<file path="config.mk">
export PLATFORM = sky130hd
export DESIGN_NAME = key_encoder_ctrl_flat
export DESIGN_NICKNAME = d
export VERILOG_FILES = /design/src/rtl/key_encoder_ctrl_if.sv /design/src/rtl/key_encoder_ctrl.sv /design/src/flat_wrapper.sv
export SDC_FILE = /design/constraint.sdc
export NUM_CORES = 1
export LEC_CHECK = 0
export CORE_ASPECT_RATIO = 1.4
export CORE_MARGIN = 2
export CORE_UTILIZATION = 46
export DETAILED_ROUTE_END_ITERATION = 7
export HOLD_SLACK_MARGIN = 0.12
export PLACE_DENSITY = 0.94
export SLEW_MARGIN = 20
export SYNTH_ARGS = -nofsm -noshare
export SYNTH_HDL_FRONTEND = slang
export SYNTH_SLANG_ARGS = --single-unit
</file>
<file path="constraint.sdc">
create_clock -name clk -period 4.2 [get_ports clk]
set_input_delay 0.84 -clock clk [delete_from_list [all_inputs] [get_ports clk]]
set_output_delay 0.84 -clock clk [all_outputs]
set_load 0.02 [all_outputs]
</file>
<file path="src/rtl/key_encoder_ctrl_if.sv">
// -----------------------------------------------------------------------------
// key_encoder_ctrl_if
// Host-side channels of the key encoder sequencer.
//   ld_*   : keyword byte stream (valid/ready, ld_last marks an early end)
//   srch_* : search request (valid/ready)
//   rsp_*  : search result (valid/ready), addr/code/hit payload
// Modports:
//   master : host / speech front-end side
//   slave  : key_encoder_ctrl side
// -----------------------------------------------------------------------------
interface key_encoder_ctrl_if;
  logic       ld_valid;
  logic       ld_ready;
  logic [7:0] ld_data;
  logic       ld_last;

  logic       srch_valid;
  logic       srch_ready;
  logic [7:0] srch_key;

  logic       rsp_valid;
  logic       rsp_ready;
  logic [7:0] rsp_addr;
  logic [7:0] rsp_code;
  logic       rsp_hit;

  modport master (
    output ld_valid, ld_data, ld_last,
    input  ld_ready,
    output srch_valid, srch_key,
    input  srch_ready,
    input  rsp_valid, rsp_addr, rsp_code, rsp_hit,
    output rsp_ready
  );

  modport slave (
    input  ld_valid, ld_data, ld_last,
    output ld_ready,
    input  srch_valid, srch_key,
    output srch_ready,
    output rsp_valid, rsp_addr, rsp_code, rsp_hit,
    input  rsp_ready
  );
endinterface

</file>
<file path="src/rtl/key_encoder_ctrl.sv">
// -----------------------------------------------------------------------------
// key_encoder_ctrl
// Sequencer for the key encoder datapath. A load phase streams keyword bytes
// into the encoder word store; a search phase issues one key at a time, waits
// the encoder latency, captures add/out and returns them on the response
// channel. This block is the only driver of the encoder ice/sce/ls/datain.
//
// Ports:
//   clk, rst_n      : system clock, async active-low reset
//   host (slave)    : ld_*, srch_*, rsp_* channels
//   start_load      : pulse, begins a load (honoured in IDLE/READY only)
//   load_done       : level, word store loaded and searches permitted
//   load_cnt        : bytes loaded in the current/last load phase
//   enc_ice/sce/ls  : encoder input enable / search enable / load-search select
//   enc_datain      : encoder data input (load byte or search key)
//   enc_add/enc_out : encoder match address / code output
//
// state | meaning
// ------+-----------------------------------------------------------
// IDLE  | after reset, encoder untouched, no load yet
// LOAD  | accepting keyword bytes into the word store
// READY | store loaded, waiting for a search request
// ISSUE | search enable pulse, key on enc_datain
// WAIT  | encoder latency down-count, key held
// RESP  | result presented until the host accepts it
// -----------------------------------------------------------------------------
module key_encoder_ctrl #(
  parameter int         DEPTH     = 10,
  parameter int         SRCH_LAT  = 2,
  parameter logic [7:0] MISS_ADDR = 8'hFF
) (
  input  logic                 clk,
  input  logic                 rst_n,
  key_encoder_ctrl_if.slave    host,
  input  logic                 start_load,
  output logic                 load_done,
  output logic                 enc_ice,
  output logic                 enc_sce,
  output logic                 enc_ls,
  output logic [7:0]           enc_datain,
  input  logic [7:0]           enc_add,
  input  logic [7:0]           enc_out,
  output logic [3:0]           load_cnt
);

  localparam logic [3:0] DEPTH_C   = 4'(DEPTH);
  localparam logic [3:0] LAST_C    = 4'(DEPTH - 1);
  localparam logic [3:0] WAIT_INIT = 4'(SRCH_LAT - 1);

  typedef enum logic [2:0] {
    IDLE  = 3'd0,
    LOAD  = 3'd1,
    READY = 3'd2,
    ISSUE = 3'd3,
    WAIT  = 3'd4,
    RESP  = 3'd5
  } state_t;

  state_t     state;
  state_t     state_nxt;

  logic       ld_ready;
  logic       srch_ready;
  logic       rsp_valid;
  logic       ld_hs;
  logic       srch_hs;
  logic       load_start;
  logic       load_end;
  logic       wait_done;

  logic [3:0] wait_cnt;
  logic       enc_ls_q;
  logic [7:0] datain_q;
  logic [7:0] rsp_addr_q;
  logic [7:0] rsp_code_q;
  logic       rsp_hit_q;
  logic       load_done_q;
  logic [3:0] load_cnt_q;

  // ---------------------------------------------------------------------------
  // State register
  // ---------------------------------------------------------------------------
  always_ff @(posedge clk or negedge rst_n) begin
    if (!rst_n) begin
      state <= IDLE;
    end else begin
      state <= state_nxt;
    end
  end

  // ---------------------------------------------------------------------------
  // Next state and handshake decode
  // ---------------------------------------------------------------------------
  always_comb begin
    state_nxt  = state;
    ld_ready   = 1'b0;
    srch_ready = 1'b0;
    rsp_valid  = 1'b0;
    enc_sce    = 1'b0;
    ld_hs      = 1'b0;
    srch_hs    = 1'b0;
    load_start = 1'b0;
    load_end   = 1'b0;
    wait_done  = 1'b0;

    case (state)
      IDLE: begin
        if (start_load) begin
          state_nxt  = LOAD;
          load_start = 1'b1;
        end
      end

      LOAD: begin
        // Guard keeps the store from ever taking a byte past DEPTH.
        ld_ready = (load_cnt_q != DEPTH_C);
        ld_hs    = host.ld_valid && ld_ready;
        if (ld_hs && (host.ld_last || (load_cnt_q == LAST_C))) begin
          state_nxt = READY;
          load_end  = 1'b1;
        end
      end

      READY: begin
        // A new load wins over a search offered in the same cycle.
        if (start_load) begin
          state_nxt  = LOAD;
          load_start = 1'b1;
        end else begin
          srch_ready = 1'b1;
          srch_hs    = host.srch_valid;
          if (srch_hs) begin
            state_nxt = ISSUE;
          end
        end
      end

      ISSUE: begin
        enc_sce   = 1'b1;
        state_nxt = WAIT;
      end

      WAIT: begin
        if (wait_cnt == 4'd0) begin
          wait_done = 1'b1;
          state_nxt = RESP;
        end
      end

      RESP: begin
        rsp_valid = 1'b1;
        if (host.rsp_ready) begin
          state_nxt = READY;
        end
      end

      default: begin
        state_nxt = IDLE;
      end
    endcase
  end

  // ---------------------------------------------------------------------------
  // Datapath registers
  // ---------------------------------------------------------------------------
  always_ff @(posedge clk or negedge rst_n) begin
    if (!rst_n) begin
      load_cnt_q  <= 4'd0;
      load_done_q <= 1'b0;
      datain_q    <= 8'd0;
      enc_ls_q    <= 1'b0;
      wait_cnt    <= 4'd0;
      rsp_addr_q  <= 8'd0;
      rsp_code_q  <= 8'd0;
      rsp_hit_q   <= 1'b0;
    end else begin
      // ls stays high for one cycle after leaving LOAD so the last byte,
      // presented on the exit edge, is still written as a load.
      enc_ls_q <= (state_nxt == LOAD) || (state == LOAD);

      if (load_start) begin
        load_cnt_q  <= 4'd0;
        load_done_q <= 1'b0;
      end else if (ld_hs) begin
        load_cnt_q <= load_cnt_q + 4'd1;
        if (load_end) begin
          load_done_q <= 1'b1;
        end
      end

      if (ld_hs) begin
        datain_q <= host.ld_data;
      end else if (srch_hs) begin
        datain_q <= host.srch_key;
      end

      if (state == ISSUE) begin
        wait_cnt <= WAIT_INIT;
      end else if ((state == WAIT) && (wait_cnt != 4'd0)) begin
        wait_cnt <= wait_cnt - 4'd1;
      end

      if (wait_done) begin
        rsp_addr_q <= enc_add;
        rsp_code_q <= enc_out;
        rsp_hit_q  <= (enc_add != MISS_ADDR);
      end
    end
  end

  // ---------------------------------------------------------------------------
  // Outputs
  // ---------------------------------------------------------------------------
  // The only way back to IDLE is reset, so ice stays up once a load begins.
  assign enc_ice    = (state != IDLE);
  assign enc_ls     = enc_ls_q;
  assign enc_datain = datain_q;
  assign load_done  = load_done_q;
  assign load_cnt   = load_cnt_q;

  assign host.ld_ready   = ld_ready;
  assign host.srch_ready = srch_ready;
  assign host.rsp_valid  = rsp_valid;
  assign host.rsp_addr   = rsp_addr_q;
  assign host.rsp_code   = rsp_code_q;
  assign host.rsp_hit    = rsp_hit_q;

  // ---------------------------------------------------------------------------
  // Invariants
  // ---------------------------------------------------------------------------
  a_sce_not_in_load: assert property (@(posedge clk) disable iff (!rst_n)
    !(enc_sce && enc_ls));

  a_no_byte_past_depth: assert property (@(posedge clk) disable iff (!rst_n)
    !(ld_ready && (load_cnt_q == DEPTH_C)));

  a_one_search_in_flight: assert property (@(posedge clk) disable iff (!rst_n)
    !(srch_ready && ((state == ISSUE) || (state == WAIT) || (state == RESP))));

endmodule
</file>
<file path="src/flat_wrapper.sv">
// flat-port wrapper written by rule: the top's interface ports become plain ports
module key_encoder_ctrl_flat 
#(
  parameter int         DEPTH     = 10,
  parameter int         SRCH_LAT  = 2,
  parameter logic [7:0] MISS_ADDR = 8'hFF
)
  (clk, rst_n, start_load, load_done, enc_ice, enc_sce, enc_ls, enc_datain, enc_add, enc_out, load_cnt, host_ld_valid, host_ld_data, host_ld_last, host_ld_ready, host_srch_valid, host_srch_key, host_srch_ready, host_rsp_valid, host_rsp_addr, host_rsp_code, host_rsp_hit, host_rsp_ready);
  key_encoder_ctrl_if host_i ();
  input  logic clk;
  input  logic rst_n;
  input  logic start_load;
  output logic load_done;
  output logic enc_ice;
  output logic enc_sce;
  output logic enc_ls;
  output logic [7:0] enc_datain;
  input  logic [7:0] enc_add;
  input  logic [7:0] enc_out;
  output logic [3:0] load_cnt;
  input wire logic [$bits(host_i.ld_valid)-1:0] host_ld_valid;
  input wire logic [$bits(host_i.ld_data)-1:0] host_ld_data;
  input wire logic [$bits(host_i.ld_last)-1:0] host_ld_last;
  output wire logic [$bits(host_i.ld_ready)-1:0] host_ld_ready;
  input wire logic [$bits(host_i.srch_valid)-1:0] host_srch_valid;
  input wire logic [$bits(host_i.srch_key)-1:0] host_srch_key;
  output wire logic [$bits(host_i.srch_ready)-1:0] host_srch_ready;
  output wire logic [$bits(host_i.rsp_valid)-1:0] host_rsp_valid;
  output wire logic [$bits(host_i.rsp_addr)-1:0] host_rsp_addr;
  output wire logic [$bits(host_i.rsp_code)-1:0] host_rsp_code;
  output wire logic [$bits(host_i.rsp_hit)-1:0] host_rsp_hit;
  input wire logic [$bits(host_i.rsp_ready)-1:0] host_rsp_ready;
  assign host_i.ld_valid = host_ld_valid;
  assign host_i.ld_data = host_ld_data;
  assign host_i.ld_last = host_ld_last;
  assign host_ld_ready = host_i.ld_ready;
  assign host_i.srch_valid = host_srch_valid;
  assign host_i.srch_key = host_srch_key;
  assign host_srch_ready = host_i.srch_ready;
  assign host_rsp_valid = host_i.rsp_valid;
  assign host_rsp_addr = host_i.rsp_addr;
  assign host_rsp_code = host_i.rsp_code;
  assign host_rsp_hit = host_i.rsp_hit;
  assign host_i.rsp_ready = host_rsp_ready;
  key_encoder_ctrl #(.DEPTH(DEPTH), .SRCH_LAT(SRCH_LAT), .MISS_ADDR(MISS_ADDR)) u_core (.clk(clk), .rst_n(rst_n), .host(host_i), .start_load(start_load), .load_done(load_done), .enc_ice(enc_ice), .enc_sce(enc_sce), .enc_ls(enc_ls), .enc_datain(enc_datain), .enc_add(enc_add), .enc_out(enc_out), .load_cnt(load_cnt));
endmodule
</file>
==> impl_metrics.json, run 1 <==
{
  "grt-ovfl-total": 0,
  "startpoint_type": "input port",
  "worstSetupPathType": "in -> out",
  "drt-initial-drc-count": 50,
  "synth_top_area_frac": 0.5094,
  "period_share": 0.8719,
  "grt_pass1_wl_um": 7686,
  "synthesis.area_mm2": 0.001867,
  "die_y_um": 79.38,
  "regArea_um2": 950.9,
  "synthTopCellsByArea": "dfrtp_1, mux2_2, o21ai_0",
  "via_per_inst": 5.698,
  "final_nets": 284,
  "cts_tree": "built",
  "synth-simple-area-share": 0.1924,
  "cts_setup_buffers": 0,
  "num_rows": 27,
  "synth_top_area_cell": "dfrtp_1",
  "synth_compound_area_frac": 0.1086,
  "cts_root_buf": "clkbuf_8",
  "synthArstFlopShare": 1.000,
  "ys_seq_area_frac": 0.5094,
  "synth_mux_area_frac": 0.1126,
  "routabilityCongestion": 0.8212,
  "fmax_mhz": 273.1,
  "worst_slew_pin_slew_ns": 0.8536,
  "status": "finished clean",
  "place_hpwl_um": 3454,
  "antenna_found_initial": 0,
  "cts.clk_slew.worst_paths_ns": 0.07,
  "clkSinkCount": 38,
  "power.leakage_nw": 1.149,
  "hp-class": "reg -> reg",
  "drv_slew": 0,
  "ir_drop_mv": 0.5755,
  "power_mw": 2.045,
  "layout.cells.most_common": "clkdlybuf4s50_1",
  "drv_cap": 0,
  "power_density_mw_per_mm2": 744.1,
  "n_antenna_cell": 0,
  "initial_core_util": 0.4764,
  "nFillCells": 282,
  "coreArea_mm2": 0.003919,
  "layout.cells.most_common_list": "clkdlybuf4s50_1, dfrtp_1, mux2_2",
  "yosys.cell_types.count": 34,
  "track_usage": 0.2220,
  "firstDrtPassIters": 4,
  "dieArea_mm2": 0.004591,
  "cts-htree-levels": 2,
  "ios": 75,
  "crit_fanout": 10,
  "layout_min_cycle_time_ns": 3.662,
  "finalHoldViolCount": 0,
  "cts_buffer_depth": 2,
  "dpl_cell_area_mm2": 0.002605,
  "synth-seq-cells": 38,
  "syn-num-nets": 211,
  "skew_ns": 0.002596,
  "yosysWarnings": 0,
  "finalSetupTns_ns": 0,
  "cts-resized-gates": 0,
  "postRouteWirelength_um": 4733,
  "dp.cells": 277,
  "drc": 0,
  "drive_gt1_frac": 0.1364,
  "multi_input_area_um2": 822.0,
  "syn-instance-count": 168,
  "slew-limit-headroom": 0.4309,
  "synthAdderAreaFrac": 0.02681,
  "insertion_delay_ns": 0.30,
  "synth_edf_count": 0,
  "cts_hold_buf": 0,
  "stdcell_count": 285,
  "vias": 1624,
  "port_buffers": 74,
  "required_ns": 3.36,
  "synth_area_per_cell_um2": 11.11,
  "crit_path_end_kind": "output port",
  "synth_flop_cell": "dfrtp_1",
  "ant_nets": 0,
  "cts_made_buffers": 5,
  "stdcell_area_mm2": 0.002748,
  "synth-xor-area-share": 0,
  "rsz0062_at_grt": "no",
  "wire_per_inst_um": 16.61,
  "grt_max_degree": 39,
  "synth_top_family_by_area": "simple AND/OR/NAND/NOR gates",
  "worst-endpoint-arrival_ns": 2.82,
  "grt_pass1_vias": 1625,
  "synthToLayoutAreaGrowth_pct": 47.19,
  "final-setup-viol-count": 0,
  "die_w_um": 57.84
}
## flip-flops by register name (all words and copies together), names as in the netlist
signal and count:
u_core.enc_datain 8, u_core.host.rsp_addr 8, u_core.host.rsp_code 8, u_core.load_cnt 4
u_core.wait_cnt 4, u_core.state 3, u_core.enc_ls 1, u_core.host.rsp_hit 1
u_core.load_done 1
## power by group
group          switching [mW]  internal (mW)
clock                   0.134          0.253
sequential              0.145          0.536
combinational           0.482          0.494
total                   0.761           1.28
## cells in the mapped netlist, types with 4 or more instances
cell type and instances:
nor3_1 9, a31oi_1 9, o21ai_0 14, a21oi_1 7
or3_1 6, nand2_1 8, nand3_1 11, ha_1 4
inv_1 7, mux2_2 16, dfrtp_1 38
## final timing paths
| path | from | end | slack, ns | cells past startpoint |
|---|---|---|---|---|
| max in group asynchronous | rst_n | u_core.host.rsp_addr[4] | 3.02 | 1 |
| setup / recovery | start_load | host_srch_ready | 0.54 | 4 |
| min in group asynchronous | rst_n | u_core.load_cnt[1] | 0.65 | 1 |
| setup reg to reg | u_core.state[2] | u_core.enc_datain[6] | 2.40 | 3 |
| hold / removal | u_core.host.rsp_code[5] | u_core.host.rsp_code[5] | 0.51 | 1 |
| hold reg to reg | u_core.host.rsp_code[5] | u_core.host.rsp_code[5] | 0.51 | 1 |
## metrics by stage
step	hold WS [ns]	utilization	setup slack [ns]
global placement	0.4866	0.6648	0.5583
global route	0.5362	0.7011	0.4867
detailed placement	0.4923	0.6648	0.5506
floorplan	0.5074	-	1.770
CTS	0.5103	0.7011	0.5402
finish	0.5058	0.7011	0.5380
## routing by layer
metal  track usage  part of all wire
met4        0.1047             0.022
met3       0.04376             0.042
met2        0.3739              0.54
met5             0                 0
met1        0.2682              0.40
## critical path: stages
cell	delay [ns]
clkdlybuf4s50_1	0.47
or4b_1	0.76
clkinv_8	0.14
clkdlybuf4s50_1	0.61
## cells by family after synthesis
logic type | Yosys count
buffers and inverters | 16
and+or+nand+nor | 56
muxes | 19
adders and majority gates | 4
DFF | 38
AOI/OAI and AO/OA | 35
## layout make-up
cell class / count / share of cell area
Inverter: 8 / 0.01548
Timing Repair Buffer: 74 / 0.2678
Clock inverter: 2 / 0.02186
Tap cell: 43 / 0.01958
Clock buffer: 6 / 0.03005
Sequential cell: 38 / 0.3461
Multi-Input combinational cell: 114 / 0.2992
No activity file was read; power rests on OpenSTA's default activity.
==> run 2: changes to the inputs <==
--- a/config.mk
+++ b/config.mk
@@ -5,12 +5,14 @@
 export SDC_FILE = /design/constraint.sdc
 export NUM_CORES = 1
 export LEC_CHECK = 0
+export ABC_AREA = 1
+export CAP_MARGIN = 20
 export CORE_ASPECT_RATIO = 1.4
 export CORE_MARGIN = 2
 export CORE_UTILIZATION = 46
 export DETAILED_ROUTE_END_ITERATION = 7
 export HOLD_SLACK_MARGIN = 0.12
-export PLACE_DENSITY = 0.94
+export PLACE_DENSITY = 0.95
 export SLEW_MARGIN = 20
 export SYNTH_ARGS = -nofsm -noshare
 export SYNTH_HDL_FRONTEND = slang
==> run 2 against run 1 <==
Clock power fell by 2%; final cell count is 25% higher; non-clock buffer count is the same; count of clock-buffer cells in the layout did not move; worst hold slack lost 0.032 ns; critical endpoint unchanged; global-route usage shrank 0.091 points; combinational power up 8%; largest power group unchanged; critical path type unchanged.
==> impl_metrics.json, run 2 <==
{
  "synthTopCellsByArea": "dfrtp_1, nand2_1, nand3_1",
  "stdcell_area_mm2": 0.002751,
  "synthToLayoutAreaGrowth_pct": 47.78,
  "num_rows": 27,
  "status": "finished clean",
  "r2r_start": "u_core.load_cnt[0]",
  "synth-simple-area-share": 0.3522,
  "cts_root_buf": "clkbuf_8",
  "synthArstFlopShare": 1.000,
  "cts_made_buffers": 5,
  "cp-startpoint": "start_load",
  "vias": 1797,
  "ir_drop_mv": 0.5284,
  "port_buffers": 74,
  "drt-initial-drc-count": 55,
  "internal_power_mw": 1.239,
  "yosysWarnings": 0,
  "fmax_mhz": 330.6,
  "n_antenna_cell": 0,
  "final-setup-viol-count": 0,
  "cts_buffer_depth": 2,
  "yosysMostFrequentCell": "nand2_1",
  "endpoint": "host_srch_ready",
  "final_nets": 354,
  "skew_ns": 0.006696,
  "synth_area_per_cell_um2": 7.922,
  "gr-usage-met3": 0.04886,
  "synth_top_area_cell": "dfrtp_1",
  "p_seq_frac": 0.309,
  "synth_mux_area_frac": 0,
  "ant_nets": 0,
  "power_mw": 2.068,
  "grt-ovfl-total": 0,
  "syn-num-nets": 278,
  "synth_flop_cell": "dfrtp_1",
  "cts-htree-levels": 2,
  "track_usage": 0.2211,
  "worst_slew_pin_slew_ns": 0.8245,
  "cts_hold_buf": 0,
  "synthAdderAreaFrac": 0.02688,
  "synth_top_area_frac": 0.5108,
  "layout_min_cycle_time_ns": 3.025,
  "dpl_cell_area_mm2": 0.002609,
  "wire_per_inst_um": 13.04,
  "switching_power_uw": 828.7,
  "drc": 0,
  "drv_slew": 0,
  "crit_path_end_kind": "output port",
  "cts.clk_slew.worst_paths_ns": 0.07,
  "synth-seq-cells": 38,
  "antenna_found_initial": 0,
  "nFillCells": 297,
  "ys_top_cells_by_count": "nand2_1, dfrtp_1, nand3_1, inv_1, nor2_1",
  "yosys.cell_types.count": 25,
  "cts_tree": "built",
  "die_y_um": 79.28,
  "required_ns": 3.36,
  "initial_core_util": 0.4751,
  "power.leakage_nw": 1.397,
  "firstDrtPassIters": 4,
  "clkSinkCount": 38,
  "cts_setup_buffers": 0,
  "drv_cap": 0,
  "grt_max_degree": 39,
  "postRouteWirelength_um": 4628,
  "place_hpwl_um": 3522,
  "dieArea_mm2": 0.004579,
  "synth_edf_count": 0,
  "finalHoldViolCount": 0,
  "worstSetupPathType": "in -> out",
  "clockPowerShare": 0.183,
  "slew-limit-headroom": 0.4504,
  "rsz0062_at_grt": "no",
  "grt_pass1_wl_um": 7817,
  "synth_compound_area_frac": 0.03629,
  "grt_pass1_vias": 1815,
  "pwr-share-comb": 0.507,
  "sw_frac_of_total": 0.4008,
  "coreArea_mm2": 0.003919,
  "reg2reg_slack_ns": 2.35,
  "finalSetupTns_ns": 0,
  "startpoint_type": "input port",
  "rr_endpoint": "u_core.enc_ls",
  "crit_fanout": 4,
  "grt-busiest-layer": "met2",
  "syn-instance-count": 235,
  "ys_seq_area_frac": 0.5108,
  "layout.cells.most_common_list": "nand2_1, clkdlybuf4s50_1, dfrtp_1",
  "insertion_delay_ns": 0.28,
  "power_density_mw_per_mm2": 751.5,
  "grtUsageMet2": 0.3966,
  "worst-endpoint-arrival_ns": 2.18,
  "rr_worst_depth": 10,
  "period_share": 0.7202,
  "synth-xor-area-share": 0.004704,
  "hp-class": "reg -> reg",
  "cts-resized-gates": 0,
  "layout.cells.most_common": "nand2_1",
  "via_per_inst": 5.062,
  "ios": 75,
  "synth_top_family_by_area": "simple AND/OR/NAND/NOR gates",
  "hold_ws_ns": 0.4737,
  "synthesis.area_mm2": 0.001862,
  "die_w_um": 57.77,
  "drive_gt1_frac": 0.08654,
  "grtUsageMet1": 0.2405,
  "routabilityCongestion": 0.7912
}
[run 2: cell types whose count changed after synthesis, sizes merged, moves of 5 or more]
cell,before,now
a31oi,9,1
nand2,9,111
or3,6,0
nor2,3,14
a21oi,7,2
nor3,9,2
nand3,11,23
o21ai,14,7
inv,7,23
mux2,16,0
[run 2: logic make-up (layout without fill, tap and decap cells)]
kind of cell / count (synthesis) / count (layout)
flops: 38 / 38
simple gates: 152 / 152
compound gates: 12 / 12
buf+inv: 28 / 105
xor+xnor: 1 / 1
fa+ha+maj: 4 / 4
[run 2: stage by stage]
step,cells,util,worst slack [ns]
5_1_grt,355,0.7021,1.092
3_5_place_dp,347,0.6657,1.177
6_report,355,0.7021,1.175
4_1_cts,355,0.7021,1.173
2_1_floorplan,235,-,2.152
3_3_place_gp,347,0.6657,1.231
[run 2: worst min-delay path by stage]
stage | start | end | cells past startpoint
final | u_core.host.rsp_addr[2] | u_core.host.rsp_addr[2] | 2
after global routing | u_core.host.rsp_code[4] | u_core.host.rsp_code[4] | 2
after CTS | u_core.host.rsp_addr[2] | u_core.host.rsp_addr[2] | 2
after detailed placement | u_core.host.rsp_addr[2] | u_core.host.rsp_addr[2] | 2
after global placement | u_core.host.rsp_addr[7] | u_core.host.rsp_addr[7] | 2
after floorplan | u_core.wait_cnt[1] | u_core.wait_cnt[1] | 2
[run 2: layout make-up]
cell class / count / area, um2 / area share
flip-flops and latches: 38 / 950.9 / 0.3456
multi-input cells: 169 / 782.0 / 0.2842
repair buffers: 74 / 735.7 / 0.2674
inverters: 23 / 86.33 / 0.03138
clock buffers: 6 / 82.58 / 0.03001
clock inverters: 2 / 60.06 / 0.02183
well taps: 43 / 53.80 / 0.01955
[run 2: worst max-delay path: stages]
cell and delay [ns]:
clkdlybuf4s50_1 0.45, inv_1 0.07, nand3_1 0.11, inv_2 0.11, clkdlybuf4s50_1 0.60
[run 2: per-layer routing]
metal | share of wire | routed length [um]
met5 | 0 | 0
met4 | 0.025 | 114
met3 | 0.041 | 189
met2 | 0.55 | 2533
met1 | 0.39 | 1790
[run 2: power by group through the flow]
stage / logic [mW] / registers, mW / clock network, mW
2_1_floorplan: 0.445 / 0.801 / 0
3_3_place_gp: 1.01 / 0.637 / 0
3_5_place_dp: 1.05 / 0.642 / 0
4_1_cts: 1.06 / 0.639 / 0.382
5_1_grt: 1.15 / 0.663 / 0.403
6_report: 1.05 / 0.640 / 0.379
